$ cat src/rtl/ascon_aead_seq_pkg.sv
// Shared state encoding and block geometry for the ASCON job sequencer.
package ascon_aead_seq_pkg;

  localparam int BLK_BYTES_DEF = 16;
  localparam int LEN_W_DEF     = 32;

  typedef enum logic [3:0] {
    S_IDLE,
    S_INIT,
    S_AD_REQ,
    S_AD_RUN,
    S_MSG_REQ,
    S_MSG_RUN,
    S_MSG_CAP,
    S_MSG_OUT,
    S_FINAL,
    S_DONE
  } seq_state_t;

endpackage

$ cat src/rtl/ascon_seq_pos.sv
// Byte position within the current phase plus the "this is the last block" flag.
// Latency: pos updates one cycle after clr/inc; last is combinational; no backpressure.
module ascon_seq_pos #(
  parameter int LEN_W     = 32,
  parameter int BLK_BYTES = 16
) (
  input  logic             clk,
  input  logic             rst_n,
  input  logic             clr,
  input  logic             inc,
  input  logic [LEN_W-1:0] len,
  output logic [LEN_W-1:0] pos,
  output logic             last
);

  // One extra bit so pos+BLK_BYTES near the top of the range cannot wrap.
  logic [LEN_W:0] pos_next;

  assign pos_next = {1'b0, pos} + (LEN_W+1)'(BLK_BYTES);
  assign last     = pos_next >= {1'b0, len};

  always_ff @(posedge clk) begin
    if (!rst_n || clr) begin
      pos <= '0;
    end else if (inc) begin
      pos <= pos_next[LEN_W-1:0];
    end
  end

endmodule

$ cat src/rtl/ascon_aead_seq.sv
// Runs one ASCON AEAD job (init, AD, text, final) over the core strobes; 2-cycle core pass per block.
// Waits with all strobes low while s_valid or m_ready is held off; core_err aborts with a failed tag pulse.
module ascon_aead_seq
  import ascon_aead_seq_pkg::*;
#(
  parameter int BLK_BYTES = BLK_BYTES_DEF,
  parameter int LEN_W     = LEN_W_DEF
) (
  input  logic             clk,
  input  logic             rst_n,
  input  logic             start,
  input  logic [1:0]       cfg_sel_type,
  input  logic             cfg_decrypt,
  input  logic [LEN_W-1:0] cfg_ad_len,
  input  logic [LEN_W-1:0] cfg_msg_len,
  input  logic [127:0]     cfg_exp_tag,
  input  logic             s_valid,
  output logic             s_ready,
  input  logic [127:0]     s_data,
  output logic             m_valid,
  input  logic             m_ready,
  output logic [127:0]     m_data,
  output logic             m_last,
  output logic             busy,
  output logic             tag_valid,
  output logic [127:0]     tag_out,
  output logic             tag_ok,
  output logic             error,
  output logic             core_en_init,
  output logic             core_en_ad,
  output logic             core_en_ed,
  output logic             core_en_final,
  output logic             core_en_hash,
  output logic [1:0]       core_sel_type,
  output logic             core_mode,
  output logic [LEN_W-1:0] core_len,
  output logic [LEN_W-1:0] core_pos,
  output logic [127:0]     core_data_in,
  input  logic [127:0]     core_data_out,
  input  logic [127:0]     core_tag,
  input  logic             core_done,
  input  logic             core_err
);

  seq_state_t       state;
  logic [1:0]       sel_r;
  logic             dec_r;
  logic [LEN_W-1:0] ad_len_r, msg_len_r, pos;
  logic [127:0]     exp_tag_r, blk_reg, out_reg;
  logic             en_init, en_ad, en_ed, en_final;
  logic             in_msg, abort, pos_clr, pos_inc, pos_last;

  assign in_msg  = state inside {S_MSG_REQ, S_MSG_RUN, S_MSG_CAP, S_MSG_OUT};
  assign abort   = core_err && (en_init || en_ad || en_ed || en_final);
  assign pos_clr = !abort && ((state == S_INIT) ||
                              (state == S_AD_RUN && core_done && pos_last));
  assign pos_inc = !abort && ((state == S_AD_RUN && core_done && !pos_last) ||
                              (state == S_MSG_OUT && m_ready && !pos_last));

  ascon_seq_pos #(.LEN_W(LEN_W), .BLK_BYTES(BLK_BYTES)) u_pos (
    .clk   (clk),
    .rst_n (rst_n),
    .clr   (pos_clr),
    .inc   (pos_inc),
    .len   (core_len),
    .pos   (pos),
    .last  (pos_last)
  );

  assign core_en_init  = en_init;
  assign core_en_ad    = en_ad;
  assign core_en_ed    = en_ed;
  assign core_en_final = en_final;
  assign core_en_hash  = 1'b0;
  assign core_sel_type = sel_r;
  assign core_mode     = dec_r;
  assign core_len      = in_msg ? msg_len_r : ad_len_r;
  assign core_pos      = pos;
  assign core_data_in  = blk_reg;
  assign m_data        = out_reg;

  always_ff @(posedge clk) begin
    if (!rst_n) begin
      state     <= S_IDLE;
      sel_r     <= '0;
      dec_r     <= 1'b0;
      ad_len_r  <= '0;
      msg_len_r <= '0;
      exp_tag_r <= '0;
      blk_reg   <= '0;
      out_reg   <= '0;
      en_init   <= 1'b0;
      en_ad     <= 1'b0;
      en_ed     <= 1'b0;
      en_final  <= 1'b0;
      s_ready   <= 1'b0;
      m_valid   <= 1'b0;
      m_last    <= 1'b0;
      busy      <= 1'b0;
      tag_valid <= 1'b0;
      tag_out   <= '0;
      tag_ok    <= 1'b0;
      error     <= 1'b0;
    end else begin
      tag_valid <= 1'b0;
      if (abort) begin
        en_init   <= 1'b0;
        en_ad     <= 1'b0;
        en_ed     <= 1'b0;
        en_final  <= 1'b0;
        s_ready   <= 1'b0;
        m_valid   <= 1'b0;
        m_last    <= 1'b0;
        error     <= 1'b1;
        tag_ok    <= 1'b0;
        tag_valid <= 1'b1;
        state     <= S_DONE;
      end else begin
        case (state)
          S_IDLE: if (start) begin
            sel_r     <= cfg_sel_type;
            dec_r     <= cfg_decrypt;
            ad_len_r  <= cfg_ad_len;
            msg_len_r <= cfg_msg_len;
            exp_tag_r <= cfg_exp_tag;
            error     <= 1'b0;
            tag_ok    <= 1'b0;
            busy      <= 1'b1;
            en_init   <= 1'b1;
            state     <= S_INIT;
          end
          S_INIT: begin
            en_init <= 1'b0;
            // Empty AD still gets one pass with zero data and no s beat.
            if (ad_len_r == '0) begin
              blk_reg <= '0;
              en_ad   <= 1'b1;
              state   <= S_AD_RUN;
            end else begin
              s_ready <= 1'b1;
              state   <= S_AD_REQ;
            end
          end
          S_AD_REQ: if (s_valid) begin
            blk_reg <= s_data;
            s_ready <= 1'b0;
            en_ad   <= 1'b1;
            state   <= S_AD_RUN;
          end
          S_AD_RUN: if (core_done) begin
            en_ad <= 1'b0;
            if (!pos_last) begin
              s_ready <= 1'b1;
              state   <= S_AD_REQ;
            end else if (msg_len_r == '0) begin
              blk_reg <= '0;
              en_ed   <= 1'b1;
              state   <= S_MSG_RUN;
            end else begin
              s_ready <= 1'b1;
              state   <= S_MSG_REQ;
            end
          end
          S_MSG_REQ: if (s_valid) begin
            blk_reg <= s_data;
            s_ready <= 1'b0;
            en_ed   <= 1'b1;
            state   <= S_MSG_RUN;
          end
          S_MSG_RUN: if (core_done) begin
            en_ed <= 1'b0;
            if (msg_len_r == '0) begin
              en_final <= 1'b1;
              state    <= S_FINAL;
            end else begin
              state <= S_MSG_CAP;
            end
          end
          S_MSG_CAP: begin
            out_reg <= core_data_out;
            m_valid <= 1'b1;
            m_last  <= pos_last;
            state   <= S_MSG_OUT;
          end
          S_MSG_OUT: if (m_ready) begin
            m_valid <= 1'b0;
            m_last  <= 1'b0;
            if (pos_last) begin
              en_final <= 1'b1;
              state    <= S_FINAL;
            end else begin
              s_ready <= 1'b1;
              state   <= S_MSG_REQ;
            end
          end
          S_FINAL: begin
            en_final  <= 1'b0;
            tag_out   <= core_tag;
            tag_ok    <= dec_r ? (core_tag == exp_tag_r) : 1'b1;
            tag_valid <= 1'b1;
            state     <= S_DONE;
          end
          S_DONE: begin
            busy  <= 1'b0;
            state <= S_IDLE;
          end
          default: state <= S_IDLE;
        endcase
      end
    end
  end

endmodule

$ cat config.mk
export PLATFORM = sky130hd
export DESIGN_NAME = ascon_aead_seq
export DESIGN_NICKNAME = d
export VERILOG_FILES = /design/src/rtl/ascon_aead_seq_pkg.sv /design/src/rtl/ascon_seq_pos.sv /design/src/rtl/ascon_aead_seq.sv
export SDC_FILE = /design/constraint.sdc
export NUM_CORES = 2
export LEC_CHECK = 0
export ABC_AREA = 1
export BUFFER_PORTS_ARGS = -buffer_cell sky130_fd_sc_hd__buf_2
export CORE_AREA = 3 3 404 406
export DETAILED_ROUTE_END_ITERATION = 10
export DIE_AREA = 0 0 407 409
export GPL_ROUTABILITY_DRIVEN = 1
export PLACE_DENSITY = 0.37
export SYNTH_ARGS = -nofsm -noshare
export SYNTH_HDL_FRONTEND = slang
export SYNTH_HIERARCHICAL = 1
export SYNTH_SLANG_ARGS = --single-unit
$ cat constraint.sdc
create_clock -name clk -period 4.8 [get_ports clk]
set_input_delay 0.72 -clock clk [delete_from_list [all_inputs] [get_ports clk]]
set_output_delay 0.72 -clock clk [all_outputs]
set_load 0.02 [all_outputs]
==> tab_implementation.tex <==
\begin{tabular}{lr}
\hline
Metric & Value \\
\hline
\multicolumn{2}{l}{\textbf{Run status}} \\
Status & finished clean \\
\multicolumn{2}{l}{\textbf{Finish}} \\
Number of cells in the finished layout apart from fillers & 6967 \\
Layout cells sized above 1 & 0.261 \\
Fraction of the core area covered by cells at the end of the flow & 0.232 \\
Combined area of the multi-input logic cells & 12400 µm² \\
Nets & about 5300 \\
Area growth from synthesis to layout & 37.5\% \\
Filler Cell Count & approximately 18000 \\
Sequential cell area in the final layout & 12500 µm² \\
\multicolumn{2}{l}{\textbf{CTS}} \\
Clock slew seen by the registers of the worst setup and hold paths & roughly 0.06 ns \\
CTS sink cnt & 622 \\
\# hold bufs at CTS & 0 \\
Setup Fix Bufs, Post-CTS & 0 \\
Insertion delay to the later sink of the worst-skew pair & 0.66 ns \\
TritonCTS clock tree & done \\
TritonCTS buffer count & 81 \\
Post-cts repair resize count & 0 \\
Master cell of the clock root buffer & sky130\_fd\_sc\_hd\_\_clkbuf\_16 \\
CTS max path bufs & 3 \\
CTS H-tree lvls & 3 \\
\multicolumn{2}{l}{\textbf{Place}} \\
Number of buffer cells added on primary ports & 1043 \\
Setup slack after placement & around 0.43 ns \\
Detail Placement HPWL & 100000 µm \\
Cell count after placement & 6795 \\
Routability congestion estimate & $\sim$0.86 \\
\multicolumn{2}{l}{\textbf{Logic synthesis}} \\
Cell types occupying the most area after synthesis & sky130\_fd\_sc\_hd\_\_dfxtp\_1 46\%, sky130\_fd\_sc\_hd\_\_nor2\_1 15\%, sky130\_fd\_sc\_hd\_\_o21ai\_0 9.4\%, sky130\_fd\_sc\_hd\_\_nand2\_1 6.0\%, sky130\_fd\_sc\_hd\_\_a21oi\_1 4.4\% \\
Predominant post-synthesis flop cell & sky130\_fd\_sc\_hd\_\_dfxtp\_1 \\
Number of enable-type register cells in the synthesized netlist & 0 \\
YS warnings & 6 \\
Combined area of all synthesized cells & between 20000 and 30000 µm² \\
Post-Syn Instances & 3809 \\
Post-synth ARST share & 0 \\
Dominant cell type by area after synthesis & sky130\_fd\_sc\_hd\_\_dfxtp\_1 \\
Fraction of synthesized cell area taken by the top area cell type & 0.461 \\
Dominant cell by count in the synthesized netlist & sky130\_fd\_sc\_hd\_\_nor2\_1 \\
Number of register bits inferred by synthesis & 622 \\
Avg Synthesized Cell Area & 7.10 µm² \\
Top cell types by occurrence after synthesis & 1067 x sky130\_fd\_sc\_hd\_\_nor2\_1, 622 x sky130\_fd\_sc\_hd\_\_dfxtp\_1, 508 x sky130\_fd\_sc\_hd\_\_o21ai\_0 \\
Register area share after synthesis & 0.461 \\
Cell variety after synth & 36 \\
\multicolumn{2}{l}{\textbf{Timing}} \\
Minimum clock period after layout & roughly 4.4 ns \\
Final period util & 0.909 \\
Post-layout worst setup margin & 0.435 ns \\
Transition time at the pin with the least slew margin & 1.24 ns \\
Total negative slack & 0 ns \\
Achievable clock frequency & 0.229 GHz \\
Unrepaired setup endpoints after global routing & no \\
Worst slew margin relative to its limit & 0.171 \\
Fin Clk Skew & 0.0175 ns \\
Final number of max-transition violations & 0 \\
\# setup viols final & 0 \\
Number of hold violations in the final report & 0 \\
\multicolumn{2}{l}{\textbf{Die}} \\
Die Outline Area & about 170000 µm² \\
Core box area & approximately 160000 µm² \\
Height of the chip & between 400 and 500 µm \\
Die Width & 407 µm \\
Number of cell rows & 147 \\
Starting Density & 0.169 \\
Ports placed on the boundary & 1049 \\
\multicolumn{2}{l}{\textbf{Pwr}} \\
LEAKAGE & 17.7 nW \\
IR drop worst, VDD & 457 µV \\
Power Density & 534 nW/µm² \\
Total power consumption of the routed design & 19.9 mW \\
\multicolumn{2}{l}{\textbf{Global routing}} \\
Wire length of the first global-routing pass & approximately 190000 µm \\
Combined global-route utilization of all metal layers & 0.155 \\
Pin count of the biggest net entering global routing & 196 \\
Vias in the first global route & 27100 \\
Final global-route overflow total & 0 \\
Antenna violations before repair & 48 \\
\multicolumn{2}{l}{\textbf{Critical path}} \\
Cell at the slowest stage of the critical path & sky130\_fd\_sc\_hd\_\_dfxtp\_1 \\
Launch point of the critical path & u\_pos/pos[4] \\
Type of origin of the critical path & flop \\
Critical path class & reg -> reg \\
Startpoint of the worst register-to-register path & u\_pos/pos[4] \\
Arrival time at the worst endpoint & 4.94 ns \\
Critical path depth & 19 \\
Cell-by-cell listing of the critical path & ha\_1 -> nand2\_2 -> nor2\_4 -> nand2\_2 -> nor2\_4 -> xor2\_1 -> ha\_1 -> nand2\_1 -> nor2\_1 -> and2\_1 -> nand3\_1 -> nand3\_1 -> nand3\_1 -> nand3\_1 -> o211ai\_2 -> nor2\_4 -> buf\_12 -> nand4\_1 -> a21oi\_1 \\
Maximum fanout encountered on the critical timing path & 128 \\
Critical path endpoint category & flop \\
Maximum single-stage delay on the critical path & slightly below 0.5 ns \\
Most frequent CP cell & sky130\_fd\_sc\_hd\_\_nand3\_1 \\
Number of buffer and inverter instances along the worst setup path & 1 \\
Top Family by Delay on Critical Path & simple AND/OR/NAND/NOR gates \\
Required time at the worst-slack endpoint & 5.38 ns \\
Cell count of the worst reg-to-reg path & 19 \\
\multicolumn{2}{l}{\textbf{Min path}} \\
Min-delay worst type & in -> reg \\
Count of cells along the worst hold path & 3 \\
Min-Delay Startpoint & core\_data\_out[112] \\
\multicolumn{2}{l}{\textbf{Routing}} \\
Routed wirelength normalized by instance count & between 15 and 20 µm \\
Iter 0 DRT Violations & 1465 \\
Total detailed-routing wirelength & 136000 µm \\
Initial DRT Pass Iterations & 5 \\
Detailed-route DRC error count & 0 \\
Number of vias per cell & approximately 4 \\
Antenna-violating nets left & 0 \\
Vias & 28200 \\
\multicolumn{2}{l}{\textbf{Job}} \\
Number of max-cap violations & 0 \\
\hline
\end{tabular}
-- cells by family after synthesis --
kind of cell | count (synthesis) | synth area share
XOR/XNOR | 129 | 0.0418
AND/OR/NAND/NOR | 1706 | 0.256
adder cells (fa/ha/maj) | 30 | 0.0139
flip-flops | 622 | 0.461
buffers and inverters | 554 | 0.0839
AO/OA/AOI/OAI | 766 | 0.143
other | 2 | 0.000278
-- state kept, by name, indices dropped and copies added, names as in the netlist --
| register | flops |
|---|---|
| error | 1 |
| exp_tag_r | 128 |
| s_ready | 1 |
| tag_ok | 1 |
| core_en_ed | 1 |
| tag_out | 128 |
| core_sel_type | 2 |
| state | 4 |
| ad_len_r | 32 |
| core_data_in | 128 |
| busy | 1 |
| core_en_final | 1 |
| core_en_init | 1 |
| core_mode | 1 |
| m_valid | 1 |
| msg_len_r | 32 |
| u_pos/pos | 28 |
| tag_valid | 1 |
| m_last | 1 |
| core_en_ad | 1 |
| m_data | 128 |
-- final timing paths --
path | to | slack [ns]
max reg2reg | core_data_in[13] | 0.43
min | m_data[112] | 0.27
max | core_data_in[13] | 0.43
min reg2reg | core_data_in[101] | 0.46
-- worst reg2reg max path: stages, from the launching register on --
cell and delay, ns:
sky130_fd_sc_hd__dfxtp_1 0.49, sky130_fd_sc_hd__ha_1 0.25, sky130_fd_sc_hd__nand2_2 0.08, sky130_fd_sc_hd__nor2_4 0.18, sky130_fd_sc_hd__nand2_2 0.12, sky130_fd_sc_hd__nor2_4 0.13, sky130_fd_sc_hd__xor2_1 0.38, sky130_fd_sc_hd__ha_1 0.21
sky130_fd_sc_hd__nand2_1 0.07, sky130_fd_sc_hd__nor2_1 0.14, sky130_fd_sc_hd__and2_1 0.17, sky130_fd_sc_hd__nand3_1 0.07, sky130_fd_sc_hd__nand3_1 0.15, sky130_fd_sc_hd__nand3_1 0.10, sky130_fd_sc_hd__nand3_1 0.29, sky130_fd_sc_hd__o211ai_2 0.20
sky130_fd_sc_hd__nor2_4 0.20, sky130_fd_sc_hd__buf_12 0.38, sky130_fd_sc_hd__nand4_1 0.51, sky130_fd_sc_hd__a21oi_1 0.19
-- metal layers --
metal  GRT usage  wire, µm  vias up
li1            -         -    14000
met1       0.184     56700    13200
met2       0.272     67800      740
met3      0.0398      8350      196
met4      0.0437      3240       38
met5           0       242        -
-- through the flow --
stage	area [µm²]	hold WS [ns]
2_1_floorplan	27000	0.432
4_1_cts	37100	0.171
3_5_place_dp	34300	0.451
6_report	37200	0.273
3_3_place_gp	34300	0.446
5_1_grt	37100	0.213
-- power breakdown --
group	switching, mW	internal (mW)	leakage, nW
clock	2.60	3.79	1.34
combinational	4.77	1.92	11.3
sequential	0.594	6.18	5.06
total	7.97	11.9	17.7
-- placed cells by master, fill, tap and decap left out, types with 16 or more instances in the layout --
master / n
sky130_fd_sc_hd__nor2_1: 1065
sky130_fd_sc_hd__xnor2_1: 116
sky130_fd_sc_hd__inv_1: 288
sky130_fd_sc_hd__clkbuf_16: 81
sky130_fd_sc_hd__clkbuf_1: 19
sky130_fd_sc_hd__ha_1: 30
sky130_fd_sc_hd__nand3_1: 31
sky130_fd_sc_hd__nand2_1: 433
sky130_fd_sc_hd__clkbuf_8: 17
sky130_fd_sc_hd__buf_4: 16
sky130_fd_sc_hd__buf_2: 1042
sky130_fd_sc_hd__dfxtp_1: 622
sky130_fd_sc_hd__nand4_1: 141
sky130_fd_sc_hd__diode_2: 25
sky130_fd_sc_hd__o21ai_0: 508
sky130_fd_sc_hd__a21oi_1: 235
-- final cells by class --
cell class	instances	area share
well taps	2160	0.0727
clock inverters	30	0.0117
repair buffers	1074	0.152
clock buffers	117	0.0627
inverters	303	0.0310
multi-input cells	2636	0.333
diodes	25	0.00168
flip-flops and latches	622	0.335
(Power assumes the default switching activity.)
